$ cat config.mk
export PLATFORM = sky130hd
export DESIGN_NAME = result_streamer
export DESIGN_NICKNAME = d
export VERILOG_FILES = /design/src/rtl/nn_pkg.sv /design/src/rtl/argmax_seq.sv /design/src/rtl/result_streamer.sv
export SDC_FILE = /design/constraint.sdc
export NUM_CORES = 1
export LEC_CHECK = 0
export ABC_AREA = 1
export CAP_MARGIN = 20
export CORE_UTILIZATION = 30
export CTS_CLUSTER_DIAMETER = 120
export DETAILED_ROUTE_END_ITERATION = 6
export GPL_ROUTABILITY_DRIVEN = 1
export PLACE_DENSITY = 0.59
export SETUP_SLACK_MARGIN = 0.05
export SLEW_MARGIN = 20
export SYNTH_ARGS = -nofsm -noshare
export SYNTH_HDL_FRONTEND = slang
export SYNTH_SLANG_ARGS = --single-unit
$ cat constraint.sdc
create_clock -name clk -period 5.82 [get_ports clk]
set_input_delay 1.746 -clock clk [delete_from_list [all_inputs] [get_ports clk]]
set_output_delay 1.746 -clock clk [all_outputs]
set_load 0.1 [all_outputs]
$ cat src/rtl/nn_pkg.sv
// Shared constants and state encoding for the output-layer result path.
package nn_pkg;

    localparam int NO_NOL_DEF = 10;
    localparam int DW_DEF     = 8;
    localparam int IDX_W_DEF  = 4;

    // One header byte (class index) followed by every score.
    localparam int FRAME_LEN  = NO_NOL_DEF + 1;

    typedef enum logic [1:0] {
        IDLE = 2'd0,
        SCAN = 2'd1,
        HDR  = 2'd2,
        DATA = 2'd3
    } state_t;

endpackage

$ cat src/rtl/argmax_seq.sv
// Sequential signed argmax: one element per enabled cycle, strict compare so ties keep the lowest index.
module argmax_seq
    import nn_pkg::*;
#(
    parameter int DW    = DW_DEF,
    parameter int IDX_W = IDX_W_DEF
) (
    input  logic             clk,
    input  logic             rst,
    input  logic             start,
    input  logic             en,
    input  logic             last,
    input  logic [DW-1:0]    elem,
    input  logic [IDX_W-1:0] idx,
    output logic [IDX_W-1:0] max_idx,
    output logic             done
);

    logic signed [DW-1:0] max_val;
    logic signed [DW-1:0] cand_val;
    logic [IDX_W-1:0]     best_idx;
    logic [IDX_W-1:0]     cand_idx;

    // max_idx already includes the current element, so the caller can
    // register the final answer on the same edge as the last compare.
    always_comb begin
        cand_val = max_val;
        cand_idx = best_idx;
        if (start) begin
            cand_val = $signed(elem);
            cand_idx = idx;
        end else if ($signed(elem) > max_val) begin
            cand_val = $signed(elem);
            cand_idx = idx;
        end
    end

    // NOTE: sequential state uses non-blocking assignments only; the
    // always_comb above uses blocking ones with every output defaulted first.
    always_ff @(posedge clk or negedge rst) begin
        if (!rst) begin
            max_val  <= '0;
            best_idx <= '0;
        end else if (en) begin
            max_val  <= cand_val;
            best_idx <= cand_idx;
        end
    end

    assign max_idx = cand_idx;
    assign done    = en & last;

endmodule

$ cat src/rtl/result_streamer.sv
// Captures the output-layer activations on done, finds the argmax, then streams
// {class index, score 0 .. score NO_NOL-1} over a valid/ready byte interface.
module result_streamer
    import nn_pkg::*;
#(
    parameter int NO_NOL = NO_NOL_DEF,
    parameter int DW     = DW_DEF,
    parameter int IDX_W  = IDX_W_DEF
) (
    input  logic                 clk,
    input  logic                 rst,
    input  logic                 done,
    input  logic [NO_NOL*DW-1:0] pq_in,
    output logic [DW-1:0]        dout,
    output logic                 dout_valid,
    input  logic                 dout_ready,
    output logic                 dout_last,
    output logic [IDX_W-1:0]     class_idx,
    output logic                 class_valid,
    output logic                 busy,
    output logic                 overrun
);

    localparam logic [IDX_W-1:0] LAST_IDX = IDX_W'(NO_NOL - 1);

    state_t           state;
    state_t           state_next;
    logic [DW-1:0]    score_buf [NO_NOL];
    logic [IDX_W-1:0] cnt;
    logic             capture;
    logic             xfer;
    logic             cnt_last;
    logic             scan_en;
    logic             scan_start;
    logic             scan_done;
    logic [IDX_W-1:0] scan_idx;
    logic [DW-1:0]    cur_score;

    assign capture    = done && (state == IDLE);
    assign cnt_last   = (cnt == LAST_IDX);
    assign cur_score  = score_buf[cnt];
    assign scan_en    = (state == SCAN);
    assign scan_start = scan_en && (cnt == '0);
    assign xfer       = dout_valid && dout_ready;
    assign busy       = (state != IDLE);

    always_ff @(posedge clk or negedge rst) begin
        if (!rst) begin
            state <= IDLE;
        end else begin
            state <= state_next;
        end
    end

    // NOTE: stream outputs decode from registered state only, so dout_ready
    // never reaches dout_valid combinationally and reset clears them at once.
    always_comb begin
        state_next = state;
        dout       = '0;
        dout_valid = 1'b0;
        dout_last  = 1'b0;
        case (state)
            IDLE: if (done) state_next = SCAN;
            SCAN: if (cnt_last) state_next = HDR;
            HDR: begin
                dout       = DW'(class_idx);
                dout_valid = 1'b1;
                if (dout_ready) state_next = DATA;
            end
            DATA: begin
                dout       = cur_score;
                dout_valid = 1'b1;
                dout_last  = cnt_last;
                if (dout_ready && cnt_last) state_next = IDLE;
            end
            default: state_next = IDLE;
        endcase
    end

    // NOTE: the score buffer is reset on purpose so a frame aborted by reset
    // can never leak stale scores into a later frame.
    always_ff @(posedge clk or negedge rst) begin
        if (!rst) begin
            cnt         <= '0;
            class_idx   <= '0;
            class_valid <= 1'b0;
            overrun     <= 1'b0;
            for (int i = 0; i < NO_NOL; i++) score_buf[i] <= '0;
        end else begin
            if (capture) begin
                for (int i = 0; i < NO_NOL; i++) score_buf[i] <= pq_in[i*DW +: DW];
                cnt         <= '0;
                class_valid <= 1'b0;
                overrun     <= 1'b0;
            end else if (done) begin
                overrun <= 1'b1;
            end

            case (state)
                SCAN: begin
                    cnt <= cnt_last ? '0 : cnt + 1'b1;
                    if (scan_done) begin
                        class_idx   <= scan_idx;
                        class_valid <= 1'b1;
                    end
                end
                HDR:  if (xfer) cnt <= '0;
                DATA: if (xfer) cnt <= cnt_last ? '0 : cnt + 1'b1;
                default: ;
            endcase
        end
    end

    argmax_seq #(
        .DW    (DW),
        .IDX_W (IDX_W)
    ) u_argmax (
        .clk     (clk),
        .rst     (rst),
        .start   (scan_start),
        .en      (scan_en),
        .last    (cnt_last),
        .elem    (cur_score),
        .idx     (cnt),
        .max_idx (scan_idx),
        .done    (scan_done)
    );

endmodule

==> results_dict.tcl <==
set metrics [dict create \
    critPathArrivalTime_ns 2.70 \
    ff2ff_setup_slack_ns 2.51 \
    maxCapViolations 0 \
    core_um2 17240 \
    synth_top_family_by_area "simple AND/OR/NAND/NOR gates" \
    wl_um 14240 \
    synth_xor_area_share_pct 0.1660 \
    crit_type "reg -> out" \
    leakagePower_nw 3.347 \
    ys_ff_latch 104 \
    grt_pass1_vias 4554 \
    viasPerCell 4.539 \
    yosys_warnings 0 \
    crit_fanout 36 \
    chipHeight_um 134.6 \
    synth-simple-area-share_pct 31.91 \
    drtIter0Drc 290 \
    synth_top_area_share_pct 49.31 \
    cts_root_buf "clkbuf_16" \
    synth_top_cells_by_area "dfrtp_1 (49%), nand2_1 (23%), nor2_1 (4.3%)" \
    synth.distinct_cells 29 \
    fin_skew_ns 0.007592 \
    hold_viol 0 \
    syn_avg_cell_area_um2 7.649 \
    dieArea_um2 18130 \
    pwr_density_cell_nw_per_um2 594.1 \
    diodes 0 \
    hold_path.class "reg -> reg" \
    clkTransAtPathRegs_ns 0.07 \
    cts-resized-gates 0 \
    remaining_drc_errors 0 \
    drt.antenna.violating_nets 0 \
    end_kind "output pin" \
    irDropWorstVdd_v 0.0004090 \
    setup_viol 0 \
    synthMuxAreaShare_pct 0 \
    syn-cell-area_um2 5278 \
    syn-num-nets 790 \
    rows 48 \
    max_freq_ghz 0.2252 \
    finalWorstPathRequiredPeriod_ns 4.441 \
    grt_usage_pct 17.18 \
    cts.sinks 104 \
    grt_max_degree 83 \
    post-cts-setup-buffers 0 \
    die_x_um 134.6 \
    total_power_w 0.003973 \
    drive_gt1_share_pct 9.173 \
    start_kind "register" \
    cts_tree "yes" \
    fin_crit_sh_pct 76.31 \
    report.final.slew_viol_count 0 \
    setup_tns_ns 0 \
    start_util_pct 30.62 \
    synthCells 690 \
    port_buffers 100 \
    synth_largest_area_cell "dfrtp_1" \
    worst_pin_slew_ns 1.057 \
    synthAdderAreaFrac_pct 3.793 \
    via_count 4534 \
    cts_max_level 3 \
    layout_commonest_cell "nand2_1" \
    antenna_found_initial 0 \
    firstDrtPassIters 5 \
    rsz0062_at_grt "no" \
    grt_first_pass_wirelength_um 23730 \
    cts_hold_buf 0 \
    fill_cells 1778 \
    fin_hold_ws_ns 0.4798 \
    gp_congestion 0.8212 \
    fin_nets 870 \
    hpwl_um 10390 \
    final_cell_mix "nand2_1 (321), dfrtp_1 (104), clkdlybuf4s50_1 (90), nor2_1 (60), o21ai_0 (24)" \
    synth_seq_area_share_pct 49.31 \
    overflow 0 \
    clk_latency_ns 0.36 \
    wl_per_cell_um 14.26 \
    status "completed" \
    synthToLayoutAreaGrowth_pct 26.72 \
    synth_compound_area_share_pct 8.890 \
    ctsLongestPathBuffers 2 \
    critPathRequiredTime_ns 4.07 \
    fin_util_pct 38.80 \
    ioPinCount 101 \
    cts-buffers-inserted 9 \
    relSlewSlack_pct 29.52 \
]
-- critical path, stage by stage, from the launching register on --
cell and delay [ns]:
dfrtp_1 1.04, o21ai_0 0.22, o211ai_1 0.29, nand3_1 0.11, nand2_1 0.09, inv_2 0.06, o21ai_1 0.19, buf_4 0.33
-- synthesized netlist by cell type --
cell type / number
nand3_1: 19
ha_1: 16
nand2_1: 322
buf_2: 10
o22ai_1: 1
buf_1: 1
inv_1: 22
a21o_1: 1
inv_2: 15
xnor2_1: 1
a21oi_1: 4
o2111ai_1: 1
nand2_4: 2
nor2_2: 2
nand2_2: 10
o211ai_1: 16
buf_4: 4
o21ai_2: 10
o21ai_0: 24
buf_6: 2
clkbuf_1: 18
o41ai_1: 1
o21ai_1: 18
nor3_4: 1
nor3_1: 1
nand3_4: 1
nand4_1: 3
dfrtp_1: 104
nor2_1: 60
-- registers in the layout (all words and copies together) (netlist names) --
| signal | flops |
|---|---|
| u_argmax.best_idx | 4 |
| score_buf | 80 |
| overrun | 1 |
| class_idx | 4 |
| class_valid | 1 |
| cnt | 4 |
| state | 2 |
| u_argmax.max_val | 8 |
-- layout make-up --
| type | instances | area [µm²] | share of cell area, % |
|---|---|---|---|
| Multi-Input combinational cell | 514 | 2365 | 35.36 |
| Clock buffer | 9 | 225.2 | 3.368 |
| Inverter | 37 | 138.9 | 2.077 |
| Timing Repair Buffer | 104 | 1006 | 15.04 |
| Clock inverter | 6 | 68.82 | 1.029 |
| Sequential cell | 104 | 2603 | 38.91 |
| Tap cell | 225 | 281.5 | 4.210 |
-- power breakdown --
part / total, W / internal, W / switching, W
Sequential: 0.00127 / 0.00103 / 0.000244
Clock: 0.000614 / 0.000334 / 0.000279
Combinational: 0.00209 / 0.000658 / 0.00143
-- kinds of logic after synthesis --
logic type / after synthesis
AOI/OAI and AO/OA: 76
adders and majority gates: 16
buffers and inverters: 72
DFF: 104
and+or+nand+nor: 421
xor gates and xnor gates: 1
-- worst paths after layout --
kind,cells after the start,end,start
worst max-delay path,7,dout[0],cnt[1]
worst min-delay path,2,score_buf[29],score_buf[29]
worst max register to register,16,u_argmax.best_idx[0],cnt[0]
worst min register to register,2,score_buf[29],score_buf[29]
max in group asynchronous,2,score_buf[51],rst
min in group asynchronous,1,class_idx[3],rst
-- per-layer routing --
layer	GRT usage (%)	share of wire, %	up-vias
met5	0	0	-
met4	6.929	2.9	0
met3	3.566	4.4	25
met2	26.06	44	120
met1	23.83	49	2070
li1	-	-	2319
-- per-stage QoR --
step / setup WS [ns] / area (µm²) / instances
2_1_floorplan: 1.560 / 5278 / 690
3_3_place_gp: 1.771 / 6394 / 984
3_5_place_dp: 1.793 / 6394 / 984
4_1_cts: 1.405 / 6688 / 999
5_1_grt: 1.152 / 6688 / 999
6_report: 1.379 / 6688 / 999
No activity file was read; power rests on OpenSTA's default activity.
